==> config.mk <==
export PLATFORM = sky130hd
export DESIGN_NAME = iosi_lsu
export DESIGN_NICKNAME = d
export VERILOG_FILES = /design/src/rtl/iosi_lsu.sv
export SDC_FILE = /design/constraint.sdc
export NUM_CORES = 1
export LEC_CHECK = 0
export CAP_MARGIN = 20
export CELL_PAD_IN_SITES_DETAIL_PLACEMENT = 0
export CELL_PAD_IN_SITES_GLOBAL_PLACEMENT = 2
export CORE_UTILIZATION = 29
export DETAILED_ROUTE_END_ITERATION = 8
export PLACE_DENSITY_LB_ADDON = 0.12
export SYNTH_ARGS = -nofsm -noshare
export SYNTH_HDL_FRONTEND = slang
export SYNTH_SLANG_ARGS = --single-unit
==> constraint.sdc <==
create_clock -name clk -period 3.71 [get_ports clk]
set_clock_uncertainty 0.15 [all_clocks]
set_input_delay 0.5565 -clock clk [delete_from_list [all_inputs] [get_ports clk]]
set_output_delay 0.5565 -clock clk [all_outputs]
set_load 0.02 [all_outputs]
==> src/rtl/iosi_lsu.sv <==
// iosi_lsu: load/store unit between execute and writeback.
// Accepts one request at a time, steers bytes onto an XLEN-wide memory
// port with valid/ready handshakes, and returns extended load data or an
// error code (misaligned/illegal, bus error, timeout).
`timescale 1ns/1ps
module iosi_lsu #(
  parameter int XLEN           = 32,
  parameter int TIMEOUT_CYCLES = 64
) (
  input  logic                clk,
  input  logic                resetn,
  input  logic                req_valid,
  output logic                req_ready,
  input  logic                req_is_store,
  input  logic [2:0]          load_sel,
  input  logic [1:0]          store_sel,
  input  logic [XLEN-1:0]     req_addr,
  input  logic [XLEN-1:0]     req_wdata,
  input  logic [4:0]          req_rd,
  output logic                resp_valid,
  input  logic                resp_ready,
  output logic [4:0]          resp_rd,
  output logic [XLEN-1:0]     resp_data,
  output logic                resp_err,
  output logic [1:0]          resp_err_code,
  output logic                mem_req_valid,
  input  logic                mem_req_ready,
  output logic                mem_we,
  output logic [XLEN-1:0]     mem_addr,
  output logic [XLEN-1:0]     mem_wdata,
  output logic [XLEN/8-1:0]   mem_be,
  input  logic                mem_rvalid,
  input  logic [XLEN-1:0]     mem_rdata,
  input  logic                mem_rerr
);

  localparam int NB = XLEN / 8;
  localparam int OW = $clog2(NB);
  localparam int CW = (TIMEOUT_CYCLES > 1) ? $clog2(TIMEOUT_CYCLES + 1) : 1;
  localparam logic [CW-1:0] TMO_LAST = CW'(TIMEOUT_CYCLES - 1);
  localparam bit TMO_EN = (TIMEOUT_CYCLES != 0);

  localparam logic [1:0] ERR_NONE = 2'b00;
  localparam logic [1:0] ERR_ILL  = 2'b01;
  localparam logic [1:0] ERR_BUS  = 2'b10;
  localparam logic [1:0] ERR_TMO  = 2'b11;

  typedef enum logic [1:0] {
    ST_IDLE  = 2'd0,
    ST_ISSUE = 2'd1,
    ST_WAIT  = 2'd2,
    ST_RESP  = 2'd3
  } state_t;

  // Access size code: 00 byte, 01 half, 10 word, 11 double.
  function automatic logic [1:0] access_size(input logic       is_store,
                                             input logic [2:0] lsel,
                                             input logic [1:0] ssel);
    return is_store ? ssel : lsel[1:0];
  endfunction

  // Misaligned addresses, undefined load encodings and 64-bit ops on a
  // 32-bit datapath never reach memory.
  function automatic logic is_illegal(input logic       is_store,
                                      input logic [2:0] lsel,
                                      input logic [1:0] ssel,
                                      input logic [2:0] alow);
    logic [1:0] sz;
    logic       misal;
    logic       wide_op;
    sz = access_size(is_store, lsel, ssel);
    case (sz)
      2'b00:   misal = 1'b0;
      2'b01:   misal = alow[0];
      2'b10:   misal = |alow[1:0];
      2'b11:   misal = |alow[2:0];
      default: misal = 1'b1;
    endcase
    wide_op = (sz == 2'b11) || (!is_store && (lsel == 3'b110));
    return misal || (!is_store && (lsel == 3'b111)) || ((XLEN == 32) && wide_op);
  endfunction

  // Byte-enable mask for the access size, shifted into the addressed lane.
  function automatic logic [NB-1:0] lane_mask(input logic [1:0]    sz,
                                              input logic [OW-1:0] off);
    logic [7:0]    m;
    logic [NB-1:0] mm;
    case (sz)
      2'b00:   m = 8'h01;
      2'b01:   m = 8'h03;
      2'b10:   m = 8'h0F;
      2'b11:   m = 8'hFF;
      default: m = 8'h00;
    endcase
    mm = NB'(m);
    return mm << off;
  endfunction

  // Replicate the low byte/half/word across the whole bus so any lane
  // selected by the byte enables carries the right data.
  function automatic logic [XLEN-1:0] replicate(input logic [1:0]      sz,
                                                input logic [XLEN-1:0] d);
    logic [XLEN-1:0] r;
    case (sz)
      2'b00:   r = {NB{d[7:0]}};
      2'b01:   r = {(NB/2){d[15:0]}};
      2'b10:   r = {(NB/4){d[31:0]}};
      default: r = d;
    endcase
    return r;
  endfunction

  // Shift the addressed lane down and sign- or zero-extend to XLEN.
  function automatic logic [XLEN-1:0] extract(input logic [2:0]      lsel,
                                              input logic [XLEN-1:0] rdat,
                                              input logic [OW-1:0]   off);
    logic [XLEN-1:0] lane;
    logic [XLEN-1:0] r;
    lane = rdat >> {off, 3'b000};
    case (lsel)
      3'b000:  r = XLEN'($signed(lane[7:0]));
      3'b001:  r = XLEN'($signed(lane[15:0]));
      3'b010:  r = XLEN'($signed(lane[31:0]));
      3'b011:  r = lane;
      3'b100:  r = XLEN'(lane[7:0]);
      3'b101:  r = XLEN'(lane[15:0]);
      3'b110:  r = XLEN'(lane[31:0]);
      default: r = {XLEN{1'b0}};
    endcase
    return r;
  endfunction

  state_t          state_r;
  state_t          state_nxt;
  logic            is_store_r;
  logic [2:0]      load_sel_r;
  logic [OW-1:0]   off_r;
  logic [4:0]      rd_r;
  logic [CW-1:0]   tmo_cnt_r;

  logic            illegal_s;
  logic [1:0]      size_s;
  logic            tmo_hit_s;
  logic            accept_s;
  logic            issue_hs_s;
  logic            done_s;
  logic            tmo_s;
  logic            resp_hs_s;

  assign illegal_s = is_illegal(req_is_store, load_sel, store_sel, req_addr[2:0]);
  assign size_s    = access_size(req_is_store, load_sel, store_sel);
  assign tmo_hit_s = TMO_EN && (tmo_cnt_r == TMO_LAST);

  // State register.
  always_ff @(posedge clk or negedge resetn) begin
    if (!resetn) begin
      state_r <= ST_IDLE;
    end else begin
      state_r <= state_nxt;
    end
  end

  // Next-state decode and per-cycle event strobes for the datapath.
  always_comb begin
    state_nxt  = state_r;
    accept_s   = 1'b0;
    issue_hs_s = 1'b0;
    done_s     = 1'b0;
    tmo_s      = 1'b0;
    resp_hs_s  = 1'b0;
    case (state_r)
      ST_IDLE: begin
        if (req_valid) begin
          accept_s  = 1'b1;
          state_nxt = illegal_s ? ST_RESP : ST_ISSUE;
        end else begin
          state_nxt = ST_IDLE;
        end
      end
      ST_ISSUE: begin
        if (tmo_hit_s) begin
          tmo_s     = 1'b1;
          state_nxt = ST_RESP;
        end else if (mem_req_ready) begin
          issue_hs_s = 1'b1;
          state_nxt  = ST_WAIT;
        end else begin
          state_nxt = ST_ISSUE;
        end
      end
      ST_WAIT: begin
        // A response arriving on the expiry cycle still completes normally.
        if (mem_rvalid) begin
          done_s    = 1'b1;
          state_nxt = ST_RESP;
        end else if (tmo_hit_s) begin
          tmo_s     = 1'b1;
          state_nxt = ST_RESP;
        end else begin
          state_nxt = ST_WAIT;
        end
      end
      ST_RESP: begin
        if (resp_ready) begin
          resp_hs_s = 1'b1;
          state_nxt = ST_IDLE;
        end else begin
          state_nxt = ST_RESP;
        end
      end
      default: state_nxt = ST_IDLE;
    endcase
  end

  // Access timer: cleared on acceptance, counts every ISSUE/WAIT cycle.
  always_ff @(posedge clk or negedge resetn) begin
    if (!resetn) begin
      tmo_cnt_r <= {CW{1'b0}};
    end else if (accept_s) begin
      tmo_cnt_r <= {CW{1'b0}};
    end else if ((state_r == ST_ISSUE) || (state_r == ST_WAIT)) begin
      tmo_cnt_r <= tmo_cnt_r + 1'b1;
    end else begin
      tmo_cnt_r <= tmo_cnt_r;
    end
  end

  // Request capture plus registered core- and memory-side outputs.
  always_ff @(posedge clk or negedge resetn) begin
    if (!resetn) begin
      req_ready     <= 1'b1;
      is_store_r    <= 1'b0;
      load_sel_r    <= 3'b000;
      off_r         <= {OW{1'b0}};
      rd_r          <= 5'd0;
      resp_valid    <= 1'b0;
      resp_rd       <= 5'd0;
      resp_data     <= {XLEN{1'b0}};
      resp_err      <= 1'b0;
      resp_err_code <= ERR_NONE;
      mem_req_valid <= 1'b0;
      mem_we        <= 1'b0;
      mem_addr      <= {XLEN{1'b0}};
      mem_wdata     <= {XLEN{1'b0}};
      mem_be        <= {NB{1'b0}};
    end else if (accept_s) begin
      req_ready  <= 1'b0;
      is_store_r <= req_is_store;
      load_sel_r <= load_sel;
      off_r      <= req_addr[OW-1:0];
      rd_r       <= req_rd;
      if (illegal_s) begin
        resp_valid    <= 1'b1;
        resp_err      <= 1'b1;
        resp_err_code <= ERR_ILL;
        resp_rd       <= 5'd0;
        resp_data     <= {XLEN{1'b0}};
      end else begin
        mem_req_valid <= 1'b1;
        mem_we        <= req_is_store;
        mem_addr      <= {req_addr[XLEN-1:OW], {OW{1'b0}}};
        mem_be        <= lane_mask(size_s, req_addr[OW-1:0]);
        mem_wdata     <= req_is_store ? replicate(size_s, req_wdata) : {XLEN{1'b0}};
      end
    end else if (tmo_s) begin
      mem_req_valid <= 1'b0;
      resp_valid    <= 1'b1;
      resp_err      <= 1'b1;
      resp_err_code <= ERR_TMO;
      resp_rd       <= 5'd0;
      resp_data     <= {XLEN{1'b0}};
    end else if (issue_hs_s) begin
      mem_req_valid <= 1'b0;
    end else if (done_s) begin
      resp_valid <= 1'b1;
      if (mem_rerr) begin
        resp_err      <= 1'b1;
        resp_err_code <= ERR_BUS;
        resp_rd       <= 5'd0;
        resp_data     <= {XLEN{1'b0}};
      end else if (is_store_r) begin
        resp_err      <= 1'b0;
        resp_err_code <= ERR_NONE;
        resp_rd       <= 5'd0;
        resp_data     <= {XLEN{1'b0}};
      end else begin
        resp_err      <= 1'b0;
        resp_err_code <= ERR_NONE;
        resp_rd       <= rd_r;
        resp_data     <= extract(load_sel_r, mem_rdata, off_r);
      end
    end else if (resp_hs_s) begin
      req_ready     <= 1'b1;
      resp_valid    <= 1'b0;
      resp_err      <= 1'b0;
      resp_err_code <= ERR_NONE;
      resp_rd       <= 5'd0;
      resp_data     <= {XLEN{1'b0}};
    end else begin
      req_ready <= req_ready;
    end
  end

endmodule

* Word-level counts from Yosys, hierarchy flattened
Cells that the tools add are included.
** Word-level totals
- Output and inout bits :: 112
- Register bits :: 130
- Input port bits :: 114
** Cells by class
- Shifts and indexed selects :: 2
- Reduce and logical (&&, ||, !) cells :: 21
- Eq/ne operators :: 21
- $add $sub $neg :: 1
- Mux-type cells :: 73
- Bitwise operators :: 1
** Operators with widths (number)
- two-way mux 32 bit :: 9
- one-hot mux 32 bit (5 select lines) :: 1
- one-hot mux 32 bit (2 select lines) :: 1
- two-way mux 5 bit :: 8
- two-way mux 1 bit :: 33
- right shift 32 x 5 -> 32 bit :: 1
- two-way mux 2 bit :: 13
- one-hot mux 4 bit (4 select lines) :: 1
- equality test 3 bit (second input constant) :: 5
- two-way mux 7 bit :: 2
- != test 2 bit (second input constant) :: 5
- equality test 2 bit (second input constant) :: 4
- two-way mux 4 bit :: 2
- one-hot mux 2 bit (4 select lines) :: 1
- adder 7 x 1 -> 7 bit (second input constant) :: 1
- equality test 7 x 6 -> 1 bit (second input constant) :: 1
- equality test 3 x 2 -> 1 bit (second input constant) :: 2
- OR reduction 3 bit :: 2
- equality test 2 x 1 -> 1 bit (second input constant) :: 2
- logical NOT 2 bit :: 2
- logical OR 1 bit :: 4
- one-hot mux 1 bit (4 select lines) :: 1
- AND reduction 2 bit :: 2
- AND reduction 4 bit :: 1
- 13 further kinds :: 15

* Depth between registers and ports, before layout
- Depth in word-level cells :: 9
- Depth in mapped cells :: 9
- Depth with buffers taken out :: 7

* Worst setup path after synthesis
No wires, ideal clock.
- Path type :: input-to-reg
- From :: input port req_is_store
- To :: register resp_data[15]
- Arrival :: 2.362 ns
- Stages :: 9
- Slack :: 1.073 ns
- Setup time :: 0.125 ns
- Path buffers :: 4
- Cells stage by stage :: buf_6 mux2_4 or3_1 a211o_1 buf_2 a21boi_1 buf_6 buf_6 mux2_4
** On the way
- Longest elaborated chain between the ends :: 7
** Ends and longest elaborated chain
- from (decl) :: RTL line 14 : input logic req_is_store,
- two-way mux 2 bit :: RTL line 59 : return is_store ? ssel : lsel[1:0];
- equality test 2 bit (tied with other cells) :: RTL line 72, 79
- one-hot mux 1 bit (4 select lines) :: RTL line 72 : case (sz)
- logical OR 1 bit :: RTL line 80 : return misal || (!is_store && (lsel == 3'b111)) || ((XLEN == 32) && wide_op);
- logical OR 1 bit * :: RTL line 80
- != test 2 bit (no source line) *
- AND reduction 3 bit (no source line) *
- to (signal assigned) :: RTL line 238 : resp_data <= {XLEN{1'b0}};
- to (signal assigned) :: RTL line 257 : resp_data <= {XLEN{1'b0}};
- to (signal assigned) :: RTL line 271 : resp_data <= {XLEN{1'b0}};
- to (decl) :: RTL line 23 : output logic [XLEN-1:0] resp_data,
Every way passes the cells marked *; elsewhere a longest branch is shown, timed or not.
A chain may end at the register's enable or synchronous reset.

* Worst setup path in the final report
- From :: input port req_is_store
- To :: register resp_data[31]
The elaborated chain is that of the path after synthesis.

==> results.toml <==
[yosys]
syn_area_per_cell_um2 = 10.5
synth_area_leader_cell = "dfrtp_1"
synth_top_cell_area_share_pct = 50.7
syn_inst = 605
synth_most_common_cell = "dfrtp_1"
yosysWarnings = 0
yosys.cell_types.count = 59
ys_seq_area_share_pct = 51.1
ys_seq_elements = 130
async_reset_ff_share_pct = 100
synth_top_flop_cell = "dfrtp_1"
synth_common_cells = "dfrtp_1, nand2_1, mux2i_1, o21ai_0, inv_1"
synth_edf_count = 0
netlist_area_um2 = 6360
synthTopCellsByArea = "dfrtp_1, mux2i_1, mux2_2, nand2_1, o21ai_0"

[layout]
fillers = 2021
final_core_util_pct = 44.9
n_antenna_cell = 0
nNetsFinal = 945
drive_above_1_share_pct = 11.0
syn_to_final_growth_pct = 50.1
regArea_um2 = 3250
multiInputGateArea_um2 = 2810

[place]
portBuffers = 223
dp_hpwl_um = 13900
place_congestion = 0.798

[sta]
fin_hold_ws_ns = -0.0245
finalCritPeriodShare_pct = 82.3
finalMaxSlewViolations = 0
worst_pin_slew_ns = 0.922
hold_violations = 8
tns_ns = 0
rsz0062_at_grt = "false"
fin_crit_ns = 3.05
max_freq_mhz = 328
max-slew-margin-rel_pct = 38.4
setup-violations-final = 0

[detailed_routing]
routed_wl_um = 19000
via_count = 5219
drtIter0Drc = 195
wl_per_cell_um = 17.1
antenna_left = 0
viasPerCell = 4.69
drc = 0
drtPass1Iterations = 5

[global_route]
grtUsageMet2_pct = 27.5
grt.busiest_layer = "met2"
grt_pass1_wl_um = 30000
grt_usage_pct = 17.4
grt_max_degree = 73
antenna_found_initial = 0
use_met1_pct = 22.2
grt-ovfl-total = 0
grtUsageMet3_pct = 5.97
grt_pass1_vias = 5529

[status]
status = "finished with violations"
violations = "negative hold slack"

[setup_path]
cp_cell_sequence = "clkdlybuf4s50_1, mux2i_1, o21ai_1, a211o_2, a21boi_4, buf_4, mux2i_1"
path_max_fanout = 21
slowest_delay_ns = 0.74
crit_type = "in -> reg"
crit_slowest_cell = "a21boi_4"
end_kind = "flop"
cp_common_cell = "mux2i_1"
required_ns = 3.90
start_kind = "input port"
cp_data_arrival_time_ns = 3.24

[power]
p_leak_nw = 4.09
cellPowerDensity_nw_per_um2 = 791
internal_power_mw = 4.80
p_switching_mw = 2.76
irDropWorstVdd_uv = 318
pwr-share-seq_pct = 31.0
swShare_pct = 36.6
p_clk_share_pct = 25.1
p_comb_share_pct = 44.0

[cts]
post_cts_resized = 0
cts_hold_buf = 0
clkTransAtPathRegs_ns = 0.06
clock_sinks = 130
cts_tree = "built"
cts_inserted_buffers = 17
clockRootBuffer = "clkbuf_16"
insertion_delay_ns = 0.41
post-cts-setup-buffers = 0
htree_levels = 4
ctsLongestPathBuffers = 2

[floorplan]
die_w_um = 150
coreArea_um2 = 21300
die_y_um = 150
num_rows = 53
initial_core_util_pct = 29.9
io_pins = 226
dieArea_um2 = 22500

[hold_path]
hold_path_class = "in -> async"

[job]
cap_violations = 0
-- area by class of cell --
cell class | instances | share of cell area (%)
clock inverters | 14 | 2.36
clock buffers | 18 | 4.60
well taps | 275 | 3.60
repair buffers | 236 | 24.4
inverters | 41 | 1.61
flip-flops and latches | 130 | 34.1
multi-input cells | 399 | 29.4
-- flip-flops by register name, indices dropped and copies added, names as in the netlist --
name,count
load_sel_r,3
mem_be,4
resp_data,32
resp_err,1
resp_valid,1
mem_req_valid,1
tmo_cnt_r,7
state_r,2
resp_err_code,2
mem_addr,30
is_store_r,1
req_ready,1
mem_we,1
rd_r,5
off_r,2
mem_wdata,32
resp_rd,5
-- layout by cell type (no fill, tap or decap), types with 2 or more instances in the layout --
cell type        synthesis  routed
clkdlybuf4s50_1          0     222
dfrtp_1                129     129
nand2_1                 94      94
mux2i_1                 73      73
o21ai_0                 52      52
inv_1                   41      41
mux2_2                  38      38
nor2_1                  26      26
clkbuf_16                0      17
buf_4                    2      13
o31ai_1                 10      10
and2_1                  10      10
a22o_1                   8       8
o22ai_1                  8       8
o211ai_1                 7       7
a2bb2oi_1                6       6
ha_1                     6       6
bufinv_16                0       5
or3_1                    4       4
a21oi_1                  4       4
nor2b_1                  4       4
inv_6                    0       4
nor3_1                   3       3
xor2_1                   3       3
clkinvlp_4               0       3
and3_1                   2       2
o21a_1                   2       2
a211oi_1                 2       2
mux2_4                   2       2
a22oi_1                  2       2
nand3b_1                 2       2
o32a_1                   2       2
conb_1                   1       2
clkinv_4                 0       2
-- final timing paths --
kind                            slack, ns  depth (start not counted)    startpoint            end
worst max-delay path                 0.66                          7  req_is_store  resp_data[31]
worst min-delay path                -0.02                          1        resetn     resp_rd[0]
worst max register to register       0.71                          7    state_r[1]  resp_data[31]
worst min register to register       0.33                          2    is_store_r     is_store_r
max in group asynchronous            2.60                          2        resetn   mem_wdata[8]
min in group clk                     0.33                          2    is_store_r     is_store_r
-- power by group through the flow --
stage	registers, mW	clock network (mW)	logic [mW]
floorplan	2.83	0	1.38
global placement	2.34	0	3.34
detailed placement	2.36	0	3.36
CTS	2.35	1.94	3.38
global route	2.43	2.00	3.59
finish	2.34	1.90	3.33
-- metrics by stage --
stage / setup WS (ns) / instance area, um2 / total power, mW / hold slack (ns) / instances
2_1_floorplan: 1.07 / 6370 / 4.21 / 0.111 / 606
3_5_place_dp: 0.196 / 8890 / 5.72 / 0.310 / 1081
6_report: 0.658 / 9560 / 7.56 / -0.0245 / 1113
3_3_place_gp: 0.267 / 8890 / 5.69 / 0.306 / 1081
5_1_grt: 0.436 / 9560 / 8.02 / 0.0150 / 1113
4_1_cts: 0.628 / 9560 / 7.67 / 0.0249 / 1113
-- layer usage --
metal | routed length (um) | vias up
li1 | - | 2534
met1 | 8390 | 2512
met2 | 8920 | 155
met3 | 1510 | 18
met4 | 206 | 0
met5 | 0 | -
-- worst max-delay path, delay by kind of cell --
| family | cells | cell delay, ns |
|---|---|---|
| buffers and inverters | 2 | 1.16 |
| AOI/OAI and AO/OA | 3 | 1.13 |
| muxes | 2 | 0.38 |
-- cells by family (layout without fill, tap and decap cells) --
group,Yosys count,count (layout),synth area share (%)
and+or+nand+nor,155,155,10.7
DFF,130,130,51.1
AOI/OAI and AO/OA,117,117,12.0
muxes,115,115,19.4
buffers and inverters,77,309,5.09
adders and majority gates,6,6,1.18
xor gates and xnor gates,4,4,0.551
other,1,2,0.0589
No activity file was read; power rests on OpenSTA's default activity.
